### src/rtl/stopwatch_ctrl_if.sv
// Button/wrap inputs and sequencer outputs of the stopwatch front end.
// master = board/bench side, slave = stopwatch_ctrl.
interface stopwatch_ctrl_if;
  logic       btn_ss;
  logic       btn_lr;
  logic       wrap;
  logic       count_en;
  logic       count_clr;
  logic       disp_hold;
  logic [1:0] state;

  modport master (output btn_ss, btn_lr, wrap,
                  input  count_en, count_clr, disp_hold, state);
  modport slave  (input  btn_ss, btn_lr, wrap,
                  output count_en, count_clr, disp_hold, state);
endinterface

### src/rtl/stopwatch_ctrl.sv
// Stopwatch front end: 2-FF sync + debounce per button, press events, 4-state FSM.
// Optional STOPWATCH_AUTOSTOP_EN: a wrap pulse in RUN/LAP forces STOP.

module sw_debounce #(
  parameter int DEBOUNCE_CYCLES = 500000,
  parameter int CNT_W           = $clog2(DEBOUNCE_CYCLES + 1)
) (
  input  logic clock,
  input  logic reset,
  input  logic raw,
  output logic press
);
  logic [1:0]       sync;
  logic             lvl;
  logic [CNT_W-1:0] cnt;

  // cnt holds the number of consecutive cycles the synced level has
  // disagreed with lvl; the final increment is folded into the accept.
  always_ff @(posedge clock or negedge reset) begin
    if (!reset) begin
      sync  <= '0;
      lvl   <= 1'b0;
      cnt   <= '0;
      press <= 1'b0;
    end else begin
      sync  <= {sync[0], raw};
      press <= 1'b0;
      if (sync[1] == lvl) begin
        cnt <= '0;
      end else if (cnt == CNT_W'(DEBOUNCE_CYCLES - 1)) begin
        lvl   <= sync[1];
        cnt   <= '0;
        press <= sync[1];
      end else begin
        cnt <= cnt + 1'b1;
      end
    end
  end
endmodule

module stopwatch_ctrl #(
  parameter int DEBOUNCE_CYCLES = 500000
) (
  input  logic             clock,
  input  logic             reset,
  stopwatch_ctrl_if.slave  bus
);
  localparam int CNT_W     = $clog2(DEBOUNCE_CYCLES + 1);
  localparam int NUM_LANES = 2;

  typedef enum logic [1:0] {IDLE = 2'b00, RUN = 2'b01, LAP = 2'b10, STOP = 2'b11} state_t;

  logic [NUM_LANES-1:0] raw;
  logic [NUM_LANES-1:0] press;
  logic                 ss, lr;

  assign raw = {bus.btn_lr, bus.btn_ss};

  sw_debounce #(.DEBOUNCE_CYCLES(DEBOUNCE_CYCLES), .CNT_W(CNT_W)) u_db [NUM_LANES-1:0] (
    .clock (clock),
    .reset (reset),
    .raw   (raw),
    .press (press)
  );

  assign ss = press[0];
  assign lr = press[1];

  state_t cur, nxt;
  logic   clr_nxt;
  logic   en_q, clr_q, hold_q;

  always_ff @(posedge clock or negedge reset) begin
    if (!reset) begin
      cur    <= IDLE;
      en_q   <= 1'b0;
      clr_q  <= 1'b0;
      hold_q <= 1'b0;
    end else begin
      cur    <= nxt;
      en_q   <= (nxt == RUN) || (nxt == LAP);
      clr_q  <= clr_nxt;
      hold_q <= (nxt == LAP);
    end
  end

  // ss is checked first everywhere so a coincident lr is dropped.
  always_comb begin
    nxt     = cur;
    clr_nxt = 1'b0;
    case (cur)
      IDLE: if (ss) nxt = RUN;
            else if (lr) clr_nxt = 1'b1;
      RUN:  if (ss) nxt = STOP;
            else if (lr) nxt = LAP;
      LAP:  if (ss) nxt = STOP;
            else if (lr) nxt = RUN;
      STOP: if (ss) nxt = RUN;
            else if (lr) begin
              nxt     = IDLE;
              clr_nxt = 1'b1;
            end
      default: nxt = IDLE;
    endcase
`ifdef STOPWATCH_AUTOSTOP_EN
    if (bus.wrap && ((cur == RUN) || (cur == LAP))) nxt = STOP;
`endif
  end

`ifndef STOPWATCH_AUTOSTOP_EN
  logic unused_wrap;
  assign unused_wrap = bus.wrap;
`endif

  assign bus.state     = cur;
  assign bus.count_en  = en_q;
  assign bus.count_clr = clr_q;
  assign bus.disp_hold = hold_q;
endmodule
### src/flat_wrapper.sv
// flat-port wrapper written by rule: the top's interface ports become plain ports
module stopwatch_ctrl_flat 
#(
  parameter int DEBOUNCE_CYCLES = 500000
)
  (clock, reset, bus_btn_ss, bus_btn_lr, bus_wrap, bus_count_en, bus_count_clr, bus_disp_hold, bus_state);
  stopwatch_ctrl_if bus_i ();
  input  logic clock;
  input  logic reset;
  input wire logic [$bits(bus_i.btn_ss)-1:0] bus_btn_ss;
  input wire logic [$bits(bus_i.btn_lr)-1:0] bus_btn_lr;
  input wire logic [$bits(bus_i.wrap)-1:0] bus_wrap;
  output wire logic [$bits(bus_i.count_en)-1:0] bus_count_en;
  output wire logic [$bits(bus_i.count_clr)-1:0] bus_count_clr;
  output wire logic [$bits(bus_i.disp_hold)-1:0] bus_disp_hold;
  output wire logic [$bits(bus_i.state)-1:0] bus_state;
  assign bus_i.btn_ss = bus_btn_ss;
  assign bus_i.btn_lr = bus_btn_lr;
  assign bus_i.wrap = bus_wrap;
  assign bus_count_en = bus_i.count_en;
  assign bus_count_clr = bus_i.count_clr;
  assign bus_disp_hold = bus_i.disp_hold;
  assign bus_state = bus_i.state;
  stopwatch_ctrl #(.DEBOUNCE_CYCLES(DEBOUNCE_CYCLES)) u_core (.clock(clock), .reset(reset), .bus(bus_i));
endmodule
### config.mk
export PLATFORM = sky130hd
export DESIGN_NAME = stopwatch_ctrl_flat
export DESIGN_NICKNAME = d
export VERILOG_FILES = /design/src/rtl/stopwatch_ctrl_if.sv /design/src/rtl/stopwatch_ctrl.sv /design/src/flat_wrapper.sv
export SDC_FILE = /design/constraint.sdc
export NUM_CORES = 1
export LEC_CHECK = 0
export ABC_AREA = 1
export CORE_ASPECT_RATIO = 0.9
export CORE_MARGIN = 2
export CORE_UTILIZATION = 42
export DETAILED_ROUTE_END_ITERATION = 8
export PLACE_DENSITY = 0.61
export SLEW_MARGIN = 5
export SYNTH_ARGS = -nofsm -noshare
export SYNTH_HDL_FRONTEND = slang
export SYNTH_SLANG_ARGS = --single-unit
### constraint.sdc
create_clock -name clock -period 1.9 [get_ports clock]
set_input_delay 0.57 -clock clock [delete_from_list [all_inputs] [get_ports clock]]
set_output_delay 0.57 -clock clock [all_outputs]
set_load 0.03 [all_outputs]
**Yosys cells after proc, flatten, opt, wreduce, memory -nomap -nowiden**

Index checks and enable logic that the tools add are counted.

- Bits in registers: 51
- Output and inout port bits: 5
- Logic and storage cells: 49

- Add/subtract/negate cells: 2
- Equality and inequality tests: 9
- Mux-type cells: 19
- Bitwise operators: 2
- Reductions and logical operators: 5

Operators with widths:

| cell | number |
|---|---|
| $mux 19 | 4 |
| $add 19x1->19 const B | 2 |
| $eq 19x19->1 const B | 2 |
| $mux 2 | 7 |
| $pmux 2 s4 | 1 |
| $mux 1 | 7 |
| $eq 2x2->1 const B | 3 |
| $eq 2x1->1 const B | 2 |
| $reduce_and 2->1 | 2 |
| $eq 1x1->1 | 2 |
| $logic_not 2->1 | 1 |
| $not 1->1 | 2 |
| $reduce_or 2->1 | 1 |
| $logic_or 1x1->1 | 1 |

**Depth between registers and ports, before layout**

- Word-level depth: 5
- Gate-level depth with buffers: 9
- Gate-level depth less buffers: 8

**Hierarchy**

From an unflattened synthesis, not the netlist that was laid out.

- Cells, all modules: 338
- Area total of the unflattened synthesis: 2767.7 µm²

By module, submodules not included:

| module | instances | cells each | area each (µm²) |
|---|---|---|---|
| sw_debounce | 2 | 149 | 1223.7 |
| stopwatch_ctrl | 1 | 40 | 320.3 |

**Least setup slack after synthesis**

No wires, ideal clock.

- Path type: reg2reg
- Start: reg u_core.cur[0], in the netlist u_core.bus.state[0]
- End: reg u_core.en_q, in the netlist u_core.bus.count_en
- Arrival time: 1562 ps
- Required time: 1787 ps
- Slack: 226 ps
- Stages on the path, launching flop included: 8
- Buffers on the path: 0
- Period minus slack after synthesis: 1674 ps
- Path through: dfrtp_1 inv_1 ha_1 o21ai_0 nor3b_1 o22ai_1 ha_1 inv_1

- Elaborated cells on any way between the ends: 15
- Classes of those cells: eq/ne: 5; mux: 8; reduce/logical: 2

RTL lines:

| element | RTL line | text |
|---|---|---|
| start, declared | stopwatch_ctrl.sv:69 | `state_t cur, nxt;` |
| start signal, assigned | stopwatch_ctrl.sv:80 | `cur <= nxt;` |
| $eq 2x2->1, or another cell as far along | stopwatch_ctrl.sv:91 | `case (cur)` |
| $pmux 2 s4 (*) | stopwatch_ctrl.sv:91 |  |
| net u_core.nxt[1] | stopwatch_ctrl.sv:69 |  |
| $eq 2x1->1 / $eq 2x2->1 (equally long branches) | stopwatch_ctrl.sv:81 | `en_q <= (nxt == RUN) \|\| (nxt == LAP);` |
| $logic_or 1x1->1 (*) | stopwatch_ctrl.sv:81 |  |
| end signal, assigned | stopwatch_ctrl.sv:81 |  |
| end, declared | stopwatch_ctrl.sv:71 | `logic en_q, clr_q, hold_q;` |

Mark *: on every way through the listed nets, which the timed path passes. The rest lies on a longest branch.
A chain may end at the register's enable or synchronous reset.

**Worst setup path after layout**

- Start: reg u_core.hold_q, in the netlist u_core.bus.disp_hold
- End: out bus_disp_hold

RTL lines:

| element | RTL line | text |
|---|---|---|
| start, declared | stopwatch_ctrl.sv:71 |  |
| start signal, assigned | stopwatch_ctrl.sv:83 | `hold_q <= (nxt == LAP);` |
| end, declared | flat_wrapper.sv:15 | `output wire logic [$bits(bus_i.disp_hold)-1:0] bus_disp_hold;` |

No word-level cell between the ends.

==> summary.md <==
| Metric | Value |
|---|---|
| Inserted Diodes | 0 |
| Yosys top cell by area | dfrtp_1 |
| Routed wire length | 6142 µm |
| CTS tree | built |
| Final setup skew | 0.006262 ns |
| Post-route ant nets | 0 |
| Post-synth top cells | nor2_1 (106), nand2_1 (79), inv_1 (69) |
| Seq/Total Area, Yosys | a little over two fifths |
| Max H-tree Level | 2 |
| Slowest stage delay, CP | 0.66 ns |
| First drt pass iteration count | 4 |
| Worst hold margin | 0.2224 ns |
| Synth Instances | around 420 |
| Max_slew headroom | around two thirds |
| Die height | 83.45 µm |
| Wire length per cell | around 12 µm |
| Mapped Nets | 430 |
| Area contributors post-synth | dfrtp_1 (43%), nor2_1 (14%), nand2_1 (10%) |
| Pint | 1456 µW |
| Die X | 92.27 µm |
| Buf/Inv on CP | 1 |
| Total track usage | 17.66% |
| RR Endpoint | u_core.bus.count_en |
| First-pass GRT wire length | 10830 µm |
| WS Path Type | register to output port |
| # rows | 28 |
| Total CTS buffers | 5 |
| Post-Syn Area per Cell | 7.046 µm² |
| Largest net degree at the start of global routing | 20 |
| Actual slew at the worst max-slew pin | 0.4751 ns |
| Maximum root-to-sink buffer count | 2 |
| Arr. time, crit path | 1.28 ns |
| Final period util | 97.38% |
| Final setup vio count | 0 |
| Initial core utilization | between 40% and 50% |
| Flop-to-flop setup slack | 0.35 ns |
| Initial DRC count | 107 |
| Worst skew pair latency | 0.30 ns |
| Setup bufs post-CTS | 0 |
| Reg-to-reg startpoint | u_core.bus.state[0] |
| Pwr Density | 574.3 mW/mm² |
| Top-area cell type share of the netlist area | 43.33% |
| Switching power | between 400 and 500 µW |
| Final slew viol count | 0 |
| Core box area | 0.006691 mm² |
| Top-count cell post-synth | nor2_1 |
| Port Buffer Count | 8 |
| Net Sw Frac | 22.04% |
| CTS Sinks | 51 |
| R2R depth | 7 |
| Power share of the clock group | 36.5% |
| Startpoint Class | register |
| Fin. Hold Viols | 0 |
| Share of post-route cells with drive strength above 1 | 5.991% |
| Vias in the first global route | 2291 |
| Delay-heaviest family, CP | buffers and inverters |
| Static Leak | approximately 0.0015 µW |
| Sequential share of power | 59.4% |
| Placed cell count | 516 |
| HPWL Detailed | 4719 µm |
| DRC viols | 0 |
| Layout Cells excl Fill | 524 |
| Core Util, Final | 48.62% |
| Setup TNS | 0 ns |
| Seq cells post-synth | between 50 and 60 |
| Post-synth ARST share | 100.0% |
| F_max | 0.5405 GHz |
| Area Growth Syn to Fin | 10.45% |
| I/O Pins | 10 |
| Total of max-cap violations | 0 |
| Worst setup EP type | output port |
| Critical path, cell by cell | clkdlybuf4s50_1 |
| GP Congestion | between 0.8 and 0.9 |
| Hold_buf cts | 0 |
| Post-synth EDFFs | 0 |
| Max Fanout on Critical Path | 1 |
| Vias per inst | between 4 and 5 |
| Synth Flop Type | dfrtp_1 |
| Min-delay worst type | input port to async pin |
| Max VDD drop | 0.0003742 V |
| RSZ-0062 raised after global routing | no |
| Yosys warnings | 0 |
| Unique cell type count in the Yosys netlist | 21 |
| Combinational share of power | 4.1% |
| Remaining global-route overflow | 0 |
| CP max stage cell | clkdlybuf4s50_1 |
| Via count | 2453 |
| Clock root buffer master | clkbuf_8 |
| Status | completed |
| Worst-path clk slew | approximately 0.090 ns |
| Nets | 445 |
| Die Footprint | just under 0.008 mm² |
| Min Tclk post-route | between 1.5 and 2 ns |
| Antenna violations before repair | 0 |
| WP data required | 1.33 ns |
| Mapped Area | 0.002945 mm² |
-- routing by layer --
layer  up-vias  track usage (%)  share of wire (%)
li1       1311                -                  -
met1      1104            28.58                 56
met2        36            24.06                 39
met3         2            3.539                3.6
met4         0            3.664               0.73
met5         -                0                  0
-- power groups by stage --
stage,logic (µW),registers (µW),clock network [µW]
finish,75.8,1110,683
global route,88.9,1110,746
CTS,79.0,1110,704
detailed placement,78.3,1130,0
global placement,78.1,1130,0
floorplan,32.4,1130,0
-- state kept, by name, indices dropped and copies added, names as in the netlist --
name	count
u_core.bus.count_clr	1
u_core.u_db.sync	4
u_core.bus.state	2
u_core.u_db.cnt	38
u_core.u_db.press	2
u_core.u_db.lvl	2
u_core.bus.count_en	1
u_core.bus.disp_hold	1
-- logic make-up after synthesis --
logic type	count (synthesis)	synth area share (%)
AO/OA/AOI/OAI	19	3.313
XOR/XNOR	14	4.673
adder cells (fa/ha/maj)	7	2.974
buffers and inverters	74	9.558
flip-flops	51	43.33
AND/OR/NAND/NOR	253	36.15
-- area by class of cell --
cell class | count | area, µm²
Clock buffer | 8 | 100.1
Timing Repair Buffer | 11 | 110.1
Multi-Input combinational cell | 293 | 1388
Sequential cell | 51 | 1276
Tap cell | 90 | 112.6
Fill cell | 681 | 3438
Inverter | 71 | 266.5
-- stage by stage --
step / area (µm²) / total power (µW) / worst slack [ns]
after floorplan: 2945 / 1162 / 0.2255
after global placement: 3153 / 1210 / 0.2616
after detailed placement: 3153 / 1210 / 0.2484
after CTS: 3251 / 1894 / 0.03908
after global routing: 3253 / 1949 / 0.01276
final: 3253 / 1868 / 0.04985
-- timing repair --
item,4_1_cts,5_1_grt
setup endpoints to repair,2,1
gates resized for setup,2,1
pin swaps,0,0
cloned,0,0
-- worst reg2reg max path, delay by kind of cell (launching register included) --
family                     cells  cell delay (ns)
and+or+nand+nor                1             0.19
DFF                            1             0.39
adders and majority gates      2             0.51
buffers and inverters          2             0.12
AOI/OAI and AO/OA              2             0.24
-- worst max path at each step --
stage               depth (start not counted)            startpoint  slack [ns]                  end
global placement                            1   u_core.bus.state[1]        0.26         bus_state[1]
finish                                      1  u_core.bus.disp_hold        0.05        bus_disp_hold
floorplan                                   7   u_core.bus.state[0]        0.23  u_core.bus.count_en
CTS                                         1   u_core.bus.count_en        0.04         bus_count_en
detailed placement                          1   u_core.bus.state[1]        0.25         bus_state[1]
global route                                1  u_core.bus.disp_hold        0.01        bus_disp_hold
-- cells in the final DEF, fill, tap and decap left out, types with 7 or more instances in the layout --
cell / synthesis / routed
dfrtp_1: 51 / 51
clkbuf_8: 0 / 7
xor2_1: 11 / 11
inv_1: 69 / 69
nor2_1: 106 / 106
ha_1: 7 / 7
nand3_1: 39 / 39
nor3_1: 9 / 9
nand2_1: 79 / 79
a21oi_1: 8 / 8
Note: power is estimated with default switching activity, not from simulation.
